[src/rtl/hall_decoder.sv]
// Hall-sensor commutation decoder: synchronizes and debounces the 3-bit hall code,
// tracks sector, direction and signed position, and measures the interval between steps.
module hall_decoder #(
    parameter int SYNC_STAGES   = 2,
    parameter int FILTER_CYCLES = 4,
    parameter int COUNT_WIDTH   = 16,
    parameter int PERIOD_WIDTH  = 16
) (
    input  logic                    clock,
    input  logic                    reset_n,
    input  logic [2:0]              h,
    input  logic                    enable,
    input  logic                    fault_clear,
    output logic [2:0]              sector,
    output logic                    sector_valid,
    output logic                    direction,
    output logic [COUNT_WIDTH-1:0]  position,
    output logic                    edge_pulse,
    output logic [PERIOD_WIDTH-1:0] period,
    output logic                    period_valid,
    output logic                    stall,
    output logic                    hall_fault
);

    typedef enum logic [1:0] {ST_INIT, ST_TRACK, ST_FAULT} state_t;

    localparam int                      FILT_W     = $clog2(FILTER_CYCLES + 1);
    localparam logic [FILT_W-1:0]       FILT_DONE  = FILT_W'(FILTER_CYCLES);
    localparam logic [PERIOD_WIDTH-1:0] PERIOD_MAX = '1;

    logic [2:0]              r_sync [SYNC_STAGES];
    logic [2:0]              r_cand;
    logic [FILT_W-1:0]       r_filt_cnt;
    state_t                  r_state;
    logic [2:0]              r_sector;
    logic                    r_direction;
    logic [COUNT_WIDTH-1:0]  r_position;
    logic                    r_edge_pulse;
    logic [PERIOD_WIDTH-1:0] r_period;
    logic                    r_period_valid;
    logic [PERIOD_WIDTH-1:0] r_period_cnt;
    logic                    r_first_step;

    logic [2:0] w_sync;
    logic       w_accept;
    logic       w_code_valid;
    logic [2:0] w_code_sector;
    logic [2:0] w_fwd_sector;
    logic [2:0] w_rev_sector;
    logic       w_is_fwd;
    logic       w_is_rev;
    logic       w_same;

    // NOTE: the synchronizer chain is a plain register array, so it is cleared in reset like any other flop.
    always_ff @(posedge clock or negedge reset_n) begin
        if (!reset_n) begin
            for (int i = 0; i < SYNC_STAGES; i++) r_sync[i] <= '0;
        end else begin
            r_sync[0] <= h;
            for (int i = 1; i < SYNC_STAGES; i++) r_sync[i] <= r_sync[i-1];
        end
    end

    assign w_sync = r_sync[SYNC_STAGES-1];

    // Accept fires exactly once, on the FILTER_CYCLES-th consecutive cycle a new value is seen.
    assign w_accept = (w_sync != r_cand) ? (FILTER_CYCLES == 1)
                                         : (r_filt_cnt == FILT_DONE - FILT_W'(1));

    always_ff @(posedge clock or negedge reset_n) begin
        if (!reset_n) begin
            r_cand     <= '0;
            r_filt_cnt <= FILT_DONE;
        end else if (w_sync != r_cand) begin
            r_cand     <= w_sync;
            r_filt_cnt <= FILT_W'(1);
        end else if (r_filt_cnt != FILT_DONE) begin
            r_filt_cnt <= r_filt_cnt + FILT_W'(1);
        end
    end

    always_comb begin
        w_code_valid  = 1'b1;
        w_code_sector = 3'd0;
        case (w_sync)
            3'b101:  w_code_sector = 3'd0;
            3'b100:  w_code_sector = 3'd1;
            3'b110:  w_code_sector = 3'd2;
            3'b010:  w_code_sector = 3'd3;
            3'b011:  w_code_sector = 3'd4;
            3'b001:  w_code_sector = 3'd5;
            default: w_code_valid  = 1'b0;
        endcase
    end

    assign w_fwd_sector = (r_sector == 3'd5) ? 3'd0 : r_sector + 3'd1;
    assign w_rev_sector = (r_sector == 3'd0) ? 3'd5 : r_sector - 3'd1;
    assign w_is_fwd     = w_code_valid && (w_code_sector == w_fwd_sector);
    assign w_is_rev     = w_code_valid && (w_code_sector == w_rev_sector);
    assign w_same       = w_code_valid && (w_code_sector == r_sector);

    always_ff @(posedge clock or negedge reset_n) begin
        if (!reset_n) begin
            r_state        <= ST_INIT;
            r_sector       <= '0;
            r_direction    <= 1'b0;
            r_position     <= '0;
            r_edge_pulse   <= 1'b0;
            r_period       <= '0;
            r_period_valid <= 1'b0;
            r_period_cnt   <= '0;
            r_first_step   <= 1'b1;
        end else begin
            r_edge_pulse   <= 1'b0;
            r_period_valid <= 1'b0;
            if (!enable) begin
                r_state      <= ST_INIT;
                r_period_cnt <= '0;
            end else begin
                case (r_state)
                    ST_INIT: begin
                        if (w_accept) begin
                            if (w_code_valid) begin
                                r_sector     <= w_code_sector;
                                r_state      <= ST_TRACK;
                                r_period_cnt <= '0;
                                r_first_step <= 1'b1;
                            end else begin
                                r_state <= ST_FAULT;
                            end
                        end
                    end
                    ST_TRACK: begin
                        if (r_period_cnt != PERIOD_MAX) r_period_cnt <= r_period_cnt + PERIOD_WIDTH'(1);
                        if (w_accept && !w_same) begin
                            if (w_is_fwd || w_is_rev) begin
                                r_sector     <= w_code_sector;
                                r_direction  <= w_is_fwd;
                                r_position   <= w_is_fwd ? r_position + COUNT_WIDTH'(1)
                                                         : r_position - COUNT_WIDTH'(1);
                                r_edge_pulse <= 1'b1;
                                r_period_cnt <= '0;
                                r_first_step <= 1'b0;
                                // The first step after entering TRACK has no valid start point to time from.
                                if (!r_first_step) begin
                                    r_period       <= (r_period_cnt == PERIOD_MAX) ? PERIOD_MAX
                                                                                   : r_period_cnt + PERIOD_WIDTH'(1);
                                    r_period_valid <= 1'b1;
                                end
                            end else begin
                                r_state <= ST_FAULT;
                            end
                        end
                    end
                    ST_FAULT: begin
                        if (fault_clear) r_state <= ST_INIT;
                    end
                    default: r_state <= ST_INIT;
                endcase
            end
        end
    end

    assign sector       = r_sector;
    assign sector_valid = (r_state == ST_TRACK);
    assign hall_fault   = (r_state == ST_FAULT);
    assign direction    = r_direction;
    assign position     = r_position;
    assign edge_pulse   = r_edge_pulse;
    assign period       = r_period;
    assign period_valid = r_period_valid;
    assign stall        = (r_period_cnt == PERIOD_MAX);

endmodule

[config.mk]
export PLATFORM = sky130hd
export DESIGN_NAME = hall_decoder
export DESIGN_NICKNAME = d
export VERILOG_FILES = /design/src/rtl/hall_decoder.sv
export SDC_FILE = /design/constraint.sdc
export NUM_CORES = 1
export LEC_CHECK = 0
export BUFFER_PORTS_ARGS = -buffer_cell sky130_fd_sc_hd__buf_2
export CAP_MARGIN = 15
export CORE_ASPECT_RATIO = 0.5
export CORE_MARGIN = 2
export CORE_UTILIZATION = 59
export CTS_CLUSTER_SIZE = 14
export DETAILED_ROUTE_END_ITERATION = 8
export PLACE_DENSITY = 0.8
export SYNTH_ARGS = -nofsm -noshare
export SYNTH_HDL_FRONTEND = slang
export SYNTH_SLANG_ARGS = --single-unit
[constraint.sdc]
create_clock -name clock -period 4.1 [get_ports clock]
set_clock_uncertainty 0.15 [all_clocks]
set_input_delay 0.205 -clock clock [delete_from_list [all_inputs] [get_ports clock]]
set_output_delay 0.205 -clock clock [all_outputs]
set_load 0.05 [all_outputs]
==> metrics <==
placed instance area 4460 um^2; Skew-Pair Late Insertion Delay 0.34 ns; Max Clk Rate 0.272 GHz; initial antenna violation count 0; vias 3,456; Tot GR Track Use 25.1%; nets 530; Reg-to-Reg Start sector[0]; R2R Setup Slk 0.43 ns; WL/cell 15.1 um; Clock Tree Buf Depth 2; synthesized net count 487; Die Ht 63.9 um; H-tree Lvls 3; clock sink total 69; post-route cell area 4810 um^2; crit path max fanout 12; Max Slew Vio Count 0; CP Capture Type flip-flop; R2R depth 11; sw power 0.000469 W; filler instances 528; Antenna Cells 0; GP Congestion 0.905; min Tclk post-route 3.67 ns; Starting Density 62.3%; area delta synth->final 13.6%; CTS tree yes; Synth Register Bits 69; first-pass GRT wire length 15.2 mm; Critical R2R Capture position[14]; max-cap violations 0; via/cell ratio 5.78; root buffer cell clkbuf_16; combinational power share 14.2%; fraction of registers with async set/reset 100%; status completed; register area share after synthesis 40.8%; final hold violation count 0; Clk network pwr share 44.5%; Pre-antenna DRT Iters 5; crit start category flip-flop; vias in the first global route 3,226; setup TNS 0 ns; IO Count 48; hold crit path type in2reg; Crit Path Category reg2reg; Post-synth EDFFs 0; share of layout cells above drive strength 1 17.6%; synth unique cells 66; final WL 9.02 mm; dpl hpwl 6.29 mm; grt ovf 0; port bufs 47; P_int 0.00126 W; DRT iter0 DRCs 247; die width 124 um; Core ar. 6810 um^2; CTS clock-pin slew for the worst setup and hold paths 0.06 ns; # DRC 0; hold_sp fault_clear; post-route ant nets 0; num rows 21; Gate Count Post-Synth 458; peak supply drop 0.000208 V; hold-critical path endpoint r_state[1]; measured slew at the worst slew-check pin 0.998 ns; RSZ-0062 raised after global routing no; Synth Flop Type dfrtp_1; sequential share of power 41.3%; number of synthesis warnings 0; required time worst endpoint 4.15 ns; largest net degree at the start of global routing 47; CTS buffer count 9; power per cell area 360 nW/um^2; Final period util 89.6%; mapped cell area 4240 um^2; final setup vio count 0; Critical Path AT 3.73 ns; Sw Ratio 27.1%; Die ar. 7920 um^2; WHS Path Cells 4; Leak 2.21 nW; mean post-synth cell area 9.26 um^2; Max-Slew Margin vs Limit 33.5%
-- cells by family after synthesis --
logic type               after synthesis  share of synthesized area [%]
flip-flops                            69                           40.8
AND/OR/NAND/NOR                      147                           17.5
AO/OA/AOI/OAI                        129                           20.2
adder cells (fa/ha/maj)               22                           6.67
multiplexers                           7                           1.71
buffers and inverters                 55                           7.14
XOR/XNOR                              29                           5.99
-- layout make-up --
type                       instances  area, um^2  area share, %
clock buffer                      10         229           4.76
clock inverter                     6        71.3           1.48
inverter                          27         104           2.16
multi-input combinational        334        2220           46.1
sequential                        69        1730           35.9
tap                               92         115           2.39
timing repair buffer              60         345           7.17
-- worst max-delay path: stages, from the launching register on --
cell	delay, ns
dfrtp_1	0.61
inv_1	0.15
nor4_1	0.49
a221oi_4	0.20
ha_1	0.38
nor2b_1	0.17
o31a_1	0.27
o21ai_0	0.28
o21ai_0	0.23
a221oi_1	0.36
xor2_1	0.16
o21ai_0	0.08
-- worst max path at each step --
stage	startpoint	to	slack (ns)	cells after the start
detailed placement	sector[0]	position[14]	0.46	12
global route	sector[0]	position[14]	0.16	12
CTS	sector[0]	position[14]	0.43	11
finish	sector[0]	position[14]	0.43	11
global placement	sector[0]	position[14]	0.57	12
floorplan	sector[1]	position[14]	0.29	13
-- placed cells by master (no fill, tap or decap), types with 4 or more instances in the layout --
cell and instances:
xor2_1 9, or2_2 4, dfrtp_1 67, xnor2_1 20, clkbuf_16 9, nand4_1 6
nor3_1 4, a31oi_1 27, ha_1 21, or3_1 4, nand2_1 47, nor2_1 33
dlygate4sd3_1 5, o21ai_0 36, inv_1 25, nand2b_1 5, buf_2 47, nand3_1 14
buf_4 8, o22ai_1 10, o31ai_1 5, and3_1 4, a21oi_1 18, a21o_1 6
mux2i_1 5, nor2b_1 7
-- metal layers --
layer | part of all wire [%] | track usage [%] | wire, um
met5 | 0 | 0 | 0
met4 | 1.6 | 9.38 | 142
met3 | 5.2 | 5.98 | 468
met2 | 48 | 40.1 | 4290
met1 | 46 | 33.4 | 4120
-- registers in the layout, summed over array words and instances (netlist names) --
name / flops
period: 16
position: 16
r_period_cnt: 16
r_cand: 3
r_filt_cnt: 3
r_sync: 3
sector: 3
w_sync: 3
r_state: 2
direction: 1
edge_pulse: 1
period_valid: 1
r_first_step: 1
-- cells in the mapped netlist (7+ instances only) --
master     n  area [um^2]
ha_1      21          263
dfrtp_1   67         1680
nor2b_1    7         43.8
o21ai_0   36          180
clkbuf_1   7         26.3
o22ai_1   10         62.6
nand3_1   14         70.1
nor2_1    33          124
inv_1     25         93.8
buf_6      9          101
a31oi_1   27          169
xnor2_1   20          175
xor2_1     9         78.8
nand2_1   47          176
a21oi_1   18         90.1
-- repair_timing --
item / CTS / global route
buffers inserted: 0 / 0
endpoints found under the hold margin: 48 / 0
hold buffers: 5 / 0
gates resized for setup: 0 / 0
-- stage by stage --
| step | total power, W | std cells | setup WS, ns | utilization, % | hold slack (ns) |
|---|---|---|---|---|---|
| detailed placement | 0.000967 | 577 | 0.456 | 65.6 | 0.166 |
| CTS | 0.00174 | 598 | 0.426 | 70.7 | 0.0457 |
| global placement | 0.000963 | 577 | 0.570 | 65.6 | 0.165 |
| global route | 0.00181 | 598 | 0.159 | 70.7 | 0.103 |
| finish | 0.00173 | 598 | 0.425 | 70.7 | 0.0518 |
| floorplan | 0.000912 | 458 | 0.289 | - | -0.241 |
-- power groups by stage --
stage | sequential (W) | clock [W] | combinational [W]
global placement | 0.000725 | 0 | 0.000238
global route | 0.000717 | 0.000816 | 0.000275
finish | 0.000714 | 0.000770 | 0.000247
floorplan | 0.000733 | 0 | 0.000179
detailed placement | 0.000726 | 0 | 0.000241
CTS | 0.000714 | 0.000782 | 0.000247
Note: power is estimated with default switching activity, not from simulation.
